--- src/rtl/guess_game_ctrl.sv ---
// Sequencer for the two-digit number-guessing game: it captures a secret number,
// narrows the displayed low/high bounds after each guess, and shows win or lose.
module guess_game_ctrl #(
  parameter int MAX_TRIES = 7,
  parameter int BLINK_DIV = 25_000_000
) (
  input  logic       i_clk,
  input  logic       i_rst,
  input  logic       i_start,
  input  logic       i_key_valid,
  input  logic [3:0] i_key_code,
  output logic [3:0] o_digit_3,
  output logic [3:0] o_digit_2,
  output logic [3:0] o_digit_1,
  output logic [3:0] o_digit_0,
  output logic       o_win,
  output logic       o_lose,
  output logic [3:0] o_tries
);

  typedef enum logic [2:0] {S_IDLE, S_ENTRY, S_CHECK, S_WIN, S_LOSE} state_t;

  localparam int             BW            = (BLINK_DIV > 1) ? $clog2(BLINK_DIV) : 1;
  localparam logic [BW-1:0]  LP_BLINK_LAST = BW'(BLINK_DIV - 1);
  localparam logic [3:0]     LP_MAX_TRIES  = 4'(MAX_TRIES);
  localparam logic [3:0]     LP_BLANK      = 4'hF;

  state_t        r_state, w_next_state;
  logic [3:0]    r_sctr_t, r_sctr_o;
  logic [3:0]    r_sec_t, r_sec_o;
  logic [3:0]    r_low_t, r_low_o;
  logic [3:0]    r_high_t, r_high_o;
  logic [3:0]    r_guess_t, r_guess_o;
  logic [1:0]    r_n;
  logic [3:0]    r_tries;
  logic [BW-1:0] r_blink_cnt;
  logic          r_blink_off;

  // BCD digits are each 0-9, so a packed 8-bit compare equals tens-first, ones-second.
  logic [7:0] w_guess, w_low, w_high, w_secret;
  logic       w_invalid, w_hit, w_below;
  logic [3:0] w_tries_inc;
  logic       w_is_digit, w_is_enter, w_is_clear;

  assign w_guess     = {r_guess_t, r_guess_o};
  assign w_low       = {r_low_t, r_low_o};
  assign w_high      = {r_high_t, r_high_o};
  assign w_secret    = {r_sec_t, r_sec_o};
  assign w_invalid   = (w_guess < w_low) || (w_guess > w_high);
  assign w_hit       = (w_guess == w_secret);
  assign w_below     = (w_guess < w_secret);
  assign w_tries_inc = r_tries + 4'd1;
  assign w_is_digit  = i_key_valid && (i_key_code <= 4'd9);
  assign w_is_enter  = i_key_valid && (i_key_code == 4'd10);
  assign w_is_clear  = i_key_valid && (i_key_code == 4'd11);
  assign o_tries     = r_tries;

  always_ff @(posedge i_clk or posedge i_rst) begin
    if (i_rst) r_state <= S_IDLE;
    else       r_state <= w_next_state;
  end

  always_comb begin
    w_next_state = r_state;
    o_digit_3    = LP_BLANK;
    o_digit_2    = LP_BLANK;
    o_digit_1    = LP_BLANK;
    o_digit_0    = LP_BLANK;
    o_win        = 1'b0;
    o_lose       = 1'b0;

    if (i_start) begin
      w_next_state = S_ENTRY;
    end else begin
      case (r_state)
        S_ENTRY: if (w_is_enter && (r_n != 2'd0)) w_next_state = S_CHECK;
        S_CHECK: begin
          if (w_invalid)                        w_next_state = S_ENTRY;
          else if (w_hit)                       w_next_state = S_WIN;
          else if (w_tries_inc == LP_MAX_TRIES) w_next_state = S_LOSE;
          else                                  w_next_state = S_ENTRY;
        end
        default: w_next_state = r_state;
      endcase
    end

    case (r_state)
      S_ENTRY, S_CHECK: begin
        if (r_n == 2'd0) begin
          o_digit_3 = r_low_t;
          o_digit_2 = r_low_o;
          o_digit_1 = r_high_t;
          o_digit_0 = r_high_o;
        end else if (r_n == 2'd1) begin
          o_digit_2 = r_guess_o;
        end else begin
          o_digit_3 = r_guess_t;
          o_digit_2 = r_guess_o;
        end
      end
      S_WIN: begin
        o_win = 1'b1;
        if (!r_blink_off) begin
          o_digit_2 = r_tries;
          o_digit_1 = r_sec_t;
          o_digit_0 = r_sec_o;
        end
      end
      S_LOSE: begin
        o_lose    = 1'b1;
        o_digit_1 = r_sec_t;
        o_digit_0 = r_sec_o;
      end
      default: ;
    endcase
  end

  // Free-running BCD counter that supplies the secret on start.
  always_ff @(posedge i_clk or posedge i_rst) begin
    if (i_rst) begin
      r_sctr_t <= 4'd0;
      r_sctr_o <= 4'd0;
    end else if (r_sctr_o == 4'd9) begin
      r_sctr_o <= 4'd0;
      r_sctr_t <= (r_sctr_t == 4'd9) ? 4'd0 : r_sctr_t + 4'd1;
    end else begin
      r_sctr_o <= r_sctr_o + 4'd1;
    end
  end

  always_ff @(posedge i_clk or posedge i_rst) begin
    if (i_rst) begin
      r_sec_t   <= 4'd0;
      r_sec_o   <= 4'd0;
      r_low_t   <= 4'd0;
      r_low_o   <= 4'd0;
      r_high_t  <= 4'd9;
      r_high_o  <= 4'd9;
      r_guess_t <= 4'd0;
      r_guess_o <= 4'd0;
      r_n       <= 2'd0;
      r_tries   <= 4'd0;
    end else if (i_start) begin
      r_sec_t  <= r_sctr_t;
      r_sec_o  <= r_sctr_o;
      r_low_t  <= 4'd0;
      r_low_o  <= 4'd0;
      r_high_t <= 4'd9;
      r_high_o <= 4'd9;
      r_n      <= 2'd0;
      r_tries  <= 4'd0;
    end else if (r_state == S_ENTRY) begin
      if (w_is_digit && (r_n == 2'd0)) begin
        r_guess_t <= 4'd0;
        r_guess_o <= i_key_code;
        r_n       <= 2'd1;
      end else if (w_is_digit && (r_n == 2'd1)) begin
        r_guess_t <= r_guess_o;
        r_guess_o <= i_key_code;
        r_n       <= 2'd2;
      end else if (w_is_clear) begin
        r_n <= 2'd0;
      end
    end else if (r_state == S_CHECK) begin
      r_n <= 2'd0;
      if (!w_invalid) begin
        r_tries <= w_tries_inc;
        // A guess below the secret is at most 98 and one above it at least 01, so +-1 never wraps.
        if (!w_hit && w_below) begin
          if (r_guess_o == 4'd9) begin
            r_low_t <= r_guess_t + 4'd1;
            r_low_o <= 4'd0;
          end else begin
            r_low_t <= r_guess_t;
            r_low_o <= r_guess_o + 4'd1;
          end
        end else if (!w_hit) begin
          if (r_guess_o == 4'd0) begin
            r_high_t <= r_guess_t - 4'd1;
            r_high_o <= 4'd9;
          end else begin
            r_high_t <= r_guess_t;
            r_high_o <= r_guess_o - 4'd1;
          end
        end
      end
    end
  end

  // Blink timer idles cleared outside WIN so every win starts in the on phase.
  always_ff @(posedge i_clk or posedge i_rst) begin
    if (i_rst) begin
      r_blink_cnt <= '0;
      r_blink_off <= 1'b0;
    end else if (r_state != S_WIN) begin
      r_blink_cnt <= '0;
      r_blink_off <= 1'b0;
    end else if (r_blink_cnt == LP_BLINK_LAST) begin
      r_blink_cnt <= '0;
      r_blink_off <= ~r_blink_off;
    end else begin
      r_blink_cnt <= r_blink_cnt + 1'b1;
    end
  end

endmodule
--- config.mk ---
export PLATFORM = sky130hd
export DESIGN_NAME = guess_game_ctrl
export DESIGN_NICKNAME = d
export VERILOG_FILES = /design/src/rtl/guess_game_ctrl.sv
export SDC_FILE = /design/constraint.sdc
export NUM_CORES = 1
export LEC_CHECK = 0
export CAP_MARGIN = 30
export CORE_UTILIZATION = 24
export CTS_BUF_LIST = sky130_fd_sc_hd__clkbuf_8 sky130_fd_sc_hd__clkbuf_16
export DETAILED_ROUTE_END_ITERATION = 10
export PLACE_DENSITY = 0.36
export SYNTH_ARGS = -nofsm -noshare
export SYNTH_HDL_FRONTEND = slang
export SYNTH_SLANG_ARGS = --single-unit
--- constraint.sdc ---
create_clock -name i_clk -period 5.2 [get_ports i_clk]
set_clock_uncertainty 0.1 [all_clocks]
set_input_delay 1.56 -clock i_clk [delete_from_list [all_inputs] [get_ports i_clk]]
set_output_delay 1.56 -clock i_clk [all_outputs]
set_load 0.005 [all_outputs]
# ---- After elaboration in Yosys (flattened, before gate mapping)
# Cells that the tools add are included.
dict set report totals {
  wordCells 139
  out_inout_bits 22
  reg_bits 75
}
dict set report op_classes {
  order_cmp 4
  addsub 8
  bitwise_logic 2
  n_reduce_logical 24
  mux 66
  eq_ne 20
}
# operator n
set op_table {}
lappend op_table {{4-bit 2-to-1 mux} 45}
lappend op_table {{25-bit 2-to-1 mux} 2}
lappend op_table {{25-bit by 1-bit adder with 25-bit output (second input constant)} 1}
lappend op_table {{25-bit == test (second input constant)} 1}
lappend op_table {{4-bit one-hot mux with 3 select lines} 2}
lappend op_table {{4-bit by 1-bit adder with 4-bit output (second input constant)} 5}
lappend op_table {{4-bit == test (second input constant)} 5}
lappend op_table {{8-bit less-than comparator} 2}
lappend op_table {{3-bit 2-to-1 mux} 5}
lappend op_table {{2-bit 2-to-1 mux} 6}
lappend op_table {{2-bit nonzero test} 5}
lappend op_table {{8-bit == test} 1}
lappend op_table {{8-bit > comparator} 1}
lappend op_table {{2-bit != test (second input constant)} 4}
lappend op_table {{4-bit one-hot mux with 2 select lines} 1}
lappend op_table {{4-bit by 1-bit subtractor with 4-bit output (second input constant)} 2}
lappend op_table {{1-bit logical AND} 7}
lappend op_table {{3-bit by 2-bit == test with 1-bit output (second input constant)} 2}
lappend op_table {{3-bit one-hot mux with 2 select lines} 1}
lappend op_table {{3-bit AND reduction} 2}
lappend op_table {{5-bit by 3-bit != test with 1-bit output (second input constant)} 1}
lappend op_table {{5-bit AND reduction} 1}
lappend op_table {{4-bit by 3-bit == test with 1-bit output (second input constant)} 1}
lappend op_table {{4-bit less-or-equal comparator (second input constant)} 1}
lappend op_table {{15 further kinds} 20}

# ---- Depth between registers and ports, before layout
dict set report depth {
  ltp_word 8
  mapped_depth 10
}

# ---- Least setup slack after synthesis
# No wires, ideal clock.
dict set report synth_path {
  path_kind {reg2out}
  startpoint {register r_n[0]}
  endpoint {output o_digit_2[3]}
  arrival_time_ns 1.532
  path_stages_with_launch 8
  path_buffers 2
  setup_slack_ns 2.008
  path_cell_list {dfrtp_1 clkbuf_1 or2_2 clkbuf_1 o21ai_0 o21ai_0 and2_1 o21ai_0}
}
dict set report synth_between {
  elab_chain_cells 3
}
# item line_no
set synth_lines {}
lappend synth_lines {{start, declared} 34} ;# logic [1:0] r_n;
lappend synth_lines {{start signal, assigned} 141} ;# r_n <= 2'd0;
lappend synth_lines {{start signal, assigned} 150} ;# r_n <= 2'd0;
lappend synth_lines {{start signal, assigned} 156} ;# r_n <= 2'd1;
lappend synth_lines {{2-bit logical NOT} 89} ;# if (r_n == 2'd0) begin
lappend synth_lines {{4-bit 2-to-1 mux} 89}
lappend synth_lines {{4-bit one-hot mux with 2 select lines} 87} ;# case (r_state)
lappend synth_lines {{end, declared} 13} ;# output logic [3:0] o_digit_2,
# No other way between the ends.

# ---- Worst setup path after layout
dict set report layout_path {
  startpoint {register r_state[1]}
  endpoint {output o_digit_0[0]}
}
dict set report layout_between {
  elab_chain_cells 3
  word_cells_on_any_way 6
}
# item line_no
set layout_lines {}
lappend layout_lines {{start, declared} 28} ;# state_t r_state, w_next_state;
lappend layout_lines {{start signal, assigned} 60} ;# else r_state <= w_next_state;
lappend layout_lines {{3-bit by 1-bit == test with 1-bit output / 3-bit by 2-bit == test with 1-bit output (equally long branches)} 87}
lappend layout_lines {{2-bit OR reduction} 87}
lappend layout_lines {{4-bit one-hot mux with 3 select lines (*)} 87}
lappend layout_lines {{end, declared} 15} ;# output logic [3:0] o_digit_0,
# Every way passes the cells marked *; elsewhere a longest branch is shown, timed or not.

==> results.md <==
- # diodes: 0
- Worst setup path startpoint: r_state[1]
- Final hold violation count: 0
- Reg2Reg Setup Slack: 2.21 ns
- Drt total wl: 12.5 mm
- Cell Pwr Density: 283 mW/mm^2
- Max-slew violation count: 0
- Clock Path Buffers: 2
- CTS buffer count: 9
- Register area share after synthesis: 40.1%
- Number of synthesized register bits: 75
- Commonest cells after routing, fill and taps aside: nor2_1 (74), dfrtp_1 (71), nand2_1 (55), o21ai_0 (48), inv_1 (41)
- Cts repair resizes: 0
- YS warnings: 0
- Hold Crit Depth: 1
- GPL Wtd Cong: 0.756
- Vias per cell: 4.44
- Initial antenna violation count: 0
- Startpoint Class: flip-flop
- Worst hold path type: reg -> reg
- Min-delay src: r_blink_cnt[0]
- Row count: 50
- Dpl hpwl: 9.20 mm
- Total track usage: 13.6%
- Largest Register: r_blink_cnt
- Core Box Area: 0.0190 sq mm
- Arrival @ worst endpoint: 2.67 ns
- Die ar.: 0.0201 sq mm
- First-pass GRT wire length: 20.5 mm
- Reg2Reg Depth: 7
- Max stage delay cell, worst path: a21oi_1
- Max-cap violations: 0
- Hold EP: r_blink_cnt[0]
- Worst skew pair latency: 0.34 ns
- Antenna-violating nets left: 0
- Most common cell after layout, fill and taps aside: nor2_1
- Final nets: 612
- Yosys cell types: 47
- Status: finished clean
- Clock Tree Root: clkbuf_16
- CTS H-tree depth: 3
- Worst flop-to-flop path endpoint: r_low_t[0]
- Post-synth EDFFs: 0
- Static leakage: 2.37 nW
- Max incr delay on CP: 0.65 ns
- Largest net degree at the start of global routing: 54
- Maximum VDD drop: 144 uV
- CTS tree: done
- Critical path class: reg -> out
- Number of remaining DRC errors: 0
- CP Cell Sequence: nor2_1 -> nor2_1 -> a21oi_1 -> a21oi_1 -> nand3_1 -> clkdlybuf4s50_1
- Vias in the first global route: 3679
- Layout area overhead: 19.0%
- Async S/R FF share, synth: 100%
- Mean Syn Cell Area: 8.58 sq um
- Syn_nets: 587
- Post-Synthesis Cell Area: 0.00469 sq mm
- Die height: 142 um
- DRT Pass-1 Iters: 4
- Setup TNS: 0 ns
- DR vias: 3720
- Unrepaired setup endpoints after global routing: no
- Gr ovfl total: 0
- Worst Tran Pin Value: 0.818 ns
- Tmin final: 4.33 ns
- Starting Density: 24.8%
- Sink Count: 75
- Cells after synthesis: 547
- Width of the die: 142 um
- Max FFs per register: 25
- Critical Path RT: 3.54 ns
- Setup Fix Bufs, Post-CTS: 0
- Worst r2r src: r_guess_o[2]
- Finish-stage setup viols: 0
- DRT iter0 DRCs: 255
- Synth Flop Type: dfrtp_1
- Routed WL per cell: 15.0 um
- CTS Hold Bufs: 0
- Layout cells sized above 1: 7.63%
- Max frequency: 0.231 GHz
- Slew margin rel.: 45.4%
- Hold Slack: 0.398 ns
- Final Cycle Share: 83.2%
- Crit. End Element: primary output
- # IOs: 30
- Clk slew on worst S/H paths: 0.06 ns
- Port bufs: 29
- CP max FO: 18
==> per-layer routing <==
| layer | GRT usage, % | vias to the layer above | part of all wire (%) | wire, um |
|---|---|---|---|---|
| li1 | - | 1895 | - | - |
| met2 | 19.2 | 55 | 41 | 5130 |
| met5 | 0 | - | 0 | 0 |
| met3 | 2.87 | 13 | 4.4 | 553 |
| met4 | 4.92 | 0 | 1.4 | 177 |
| met1 | 20.0 | 1757 | 53 | 6660 |
==> final cells by class <==
class                           instances  area, sq um
Fill cell                            2009        13400
Multi-Input combinational cell        409         2560
Sequential cell                        75         1880
Timing Repair Buffer                   37          365
Tap cell                              260          325
Clock buffer                           10          239
Inverter                               40          151
Clock inverter                          6         57.6
==> power breakdown <==
group | internal (W) | switching, W | total [W]
combinational | 0.000132 | 0.000170 | 0.000302
sequential | 0.000599 | 0.0000448 | 0.000643
clock | 0.000381 | 0.000255 | 0.000636
total | 0.00111 | 0.000470 | 0.00158
==> kinds of logic after synthesis <==
family,share of synthesized area (%)
fa+ha+maj,8.53
buf+inv,5.28
mux,5.31
simple gates,23.4
flops,40.1
xor+xnor,6.53
compound gates,10.9
==> critical path: cells and delay by family, from the launching register on <==
family / cells / cell delay [ns]
flip-flops: 1 / 0.62
AO/OA/AOI/OAI: 2 / 0.70
buffers and inverters: 1 / 0.52
AND/OR/NAND/NOR: 3 / 0.50
==> synthesized netlist by cell type (3+ instances only) <==
master,count,area (sq um)
nor2b_1,7,43.8
and3_1,5,31.3
mux2i_1,8,80.1
clkbuf_1,19,71.3
a21oi_1,21,105
nand4_1,7,43.8
nand3b_1,3,22.5
nand2b_1,11,68.8
nor3_1,11,55.1
mux2_4,6,90.1
nand3_1,33,165
xor2_1,20,175
nor3b_1,3,22.5
a21o_1,4,30.0
o22ai_1,7,43.8
mux2_2,7,78.8
o21ai_0,48,240
dfrtp_1,71,1780
xnor2_1,15,131
or3_1,3,18.8
nor2_1,74,278
ha_1,32,400
nand2_1,55,206
inv_1,40,150
dfstp_2,4,105
and2_1,7,43.8
==> stage by stage <==
step	area [sq um]	power, W	utilization, %	std cells	setup WS (ns)
2_1_floorplan	4690	0.000839	-	547	1.64
3_3_place_gp	5250	0.000952	27.7	819	1.31
3_5_place_dp	5290	0.000957	27.9	821	1.29
4_1_cts	5580	0.00161	29.5	837	0.909
5_1_grt	5580	0.00168	29.5	837	0.693
6_report	5580	0.00158	29.5	837	0.875
==> worst max-delay path by stage <==
stage | end | slack, ns
detailed placement | o_digit_0[0] | 1.29
finish | o_digit_0[0] | 0.87
global placement | o_digit_0[0] | 1.31
floorplan | o_tries[0] | 1.64
global route | o_digit_0[0] | 0.69
CTS | o_digit_0[0] | 0.91
Note: power is estimated with default switching activity, not from simulation.
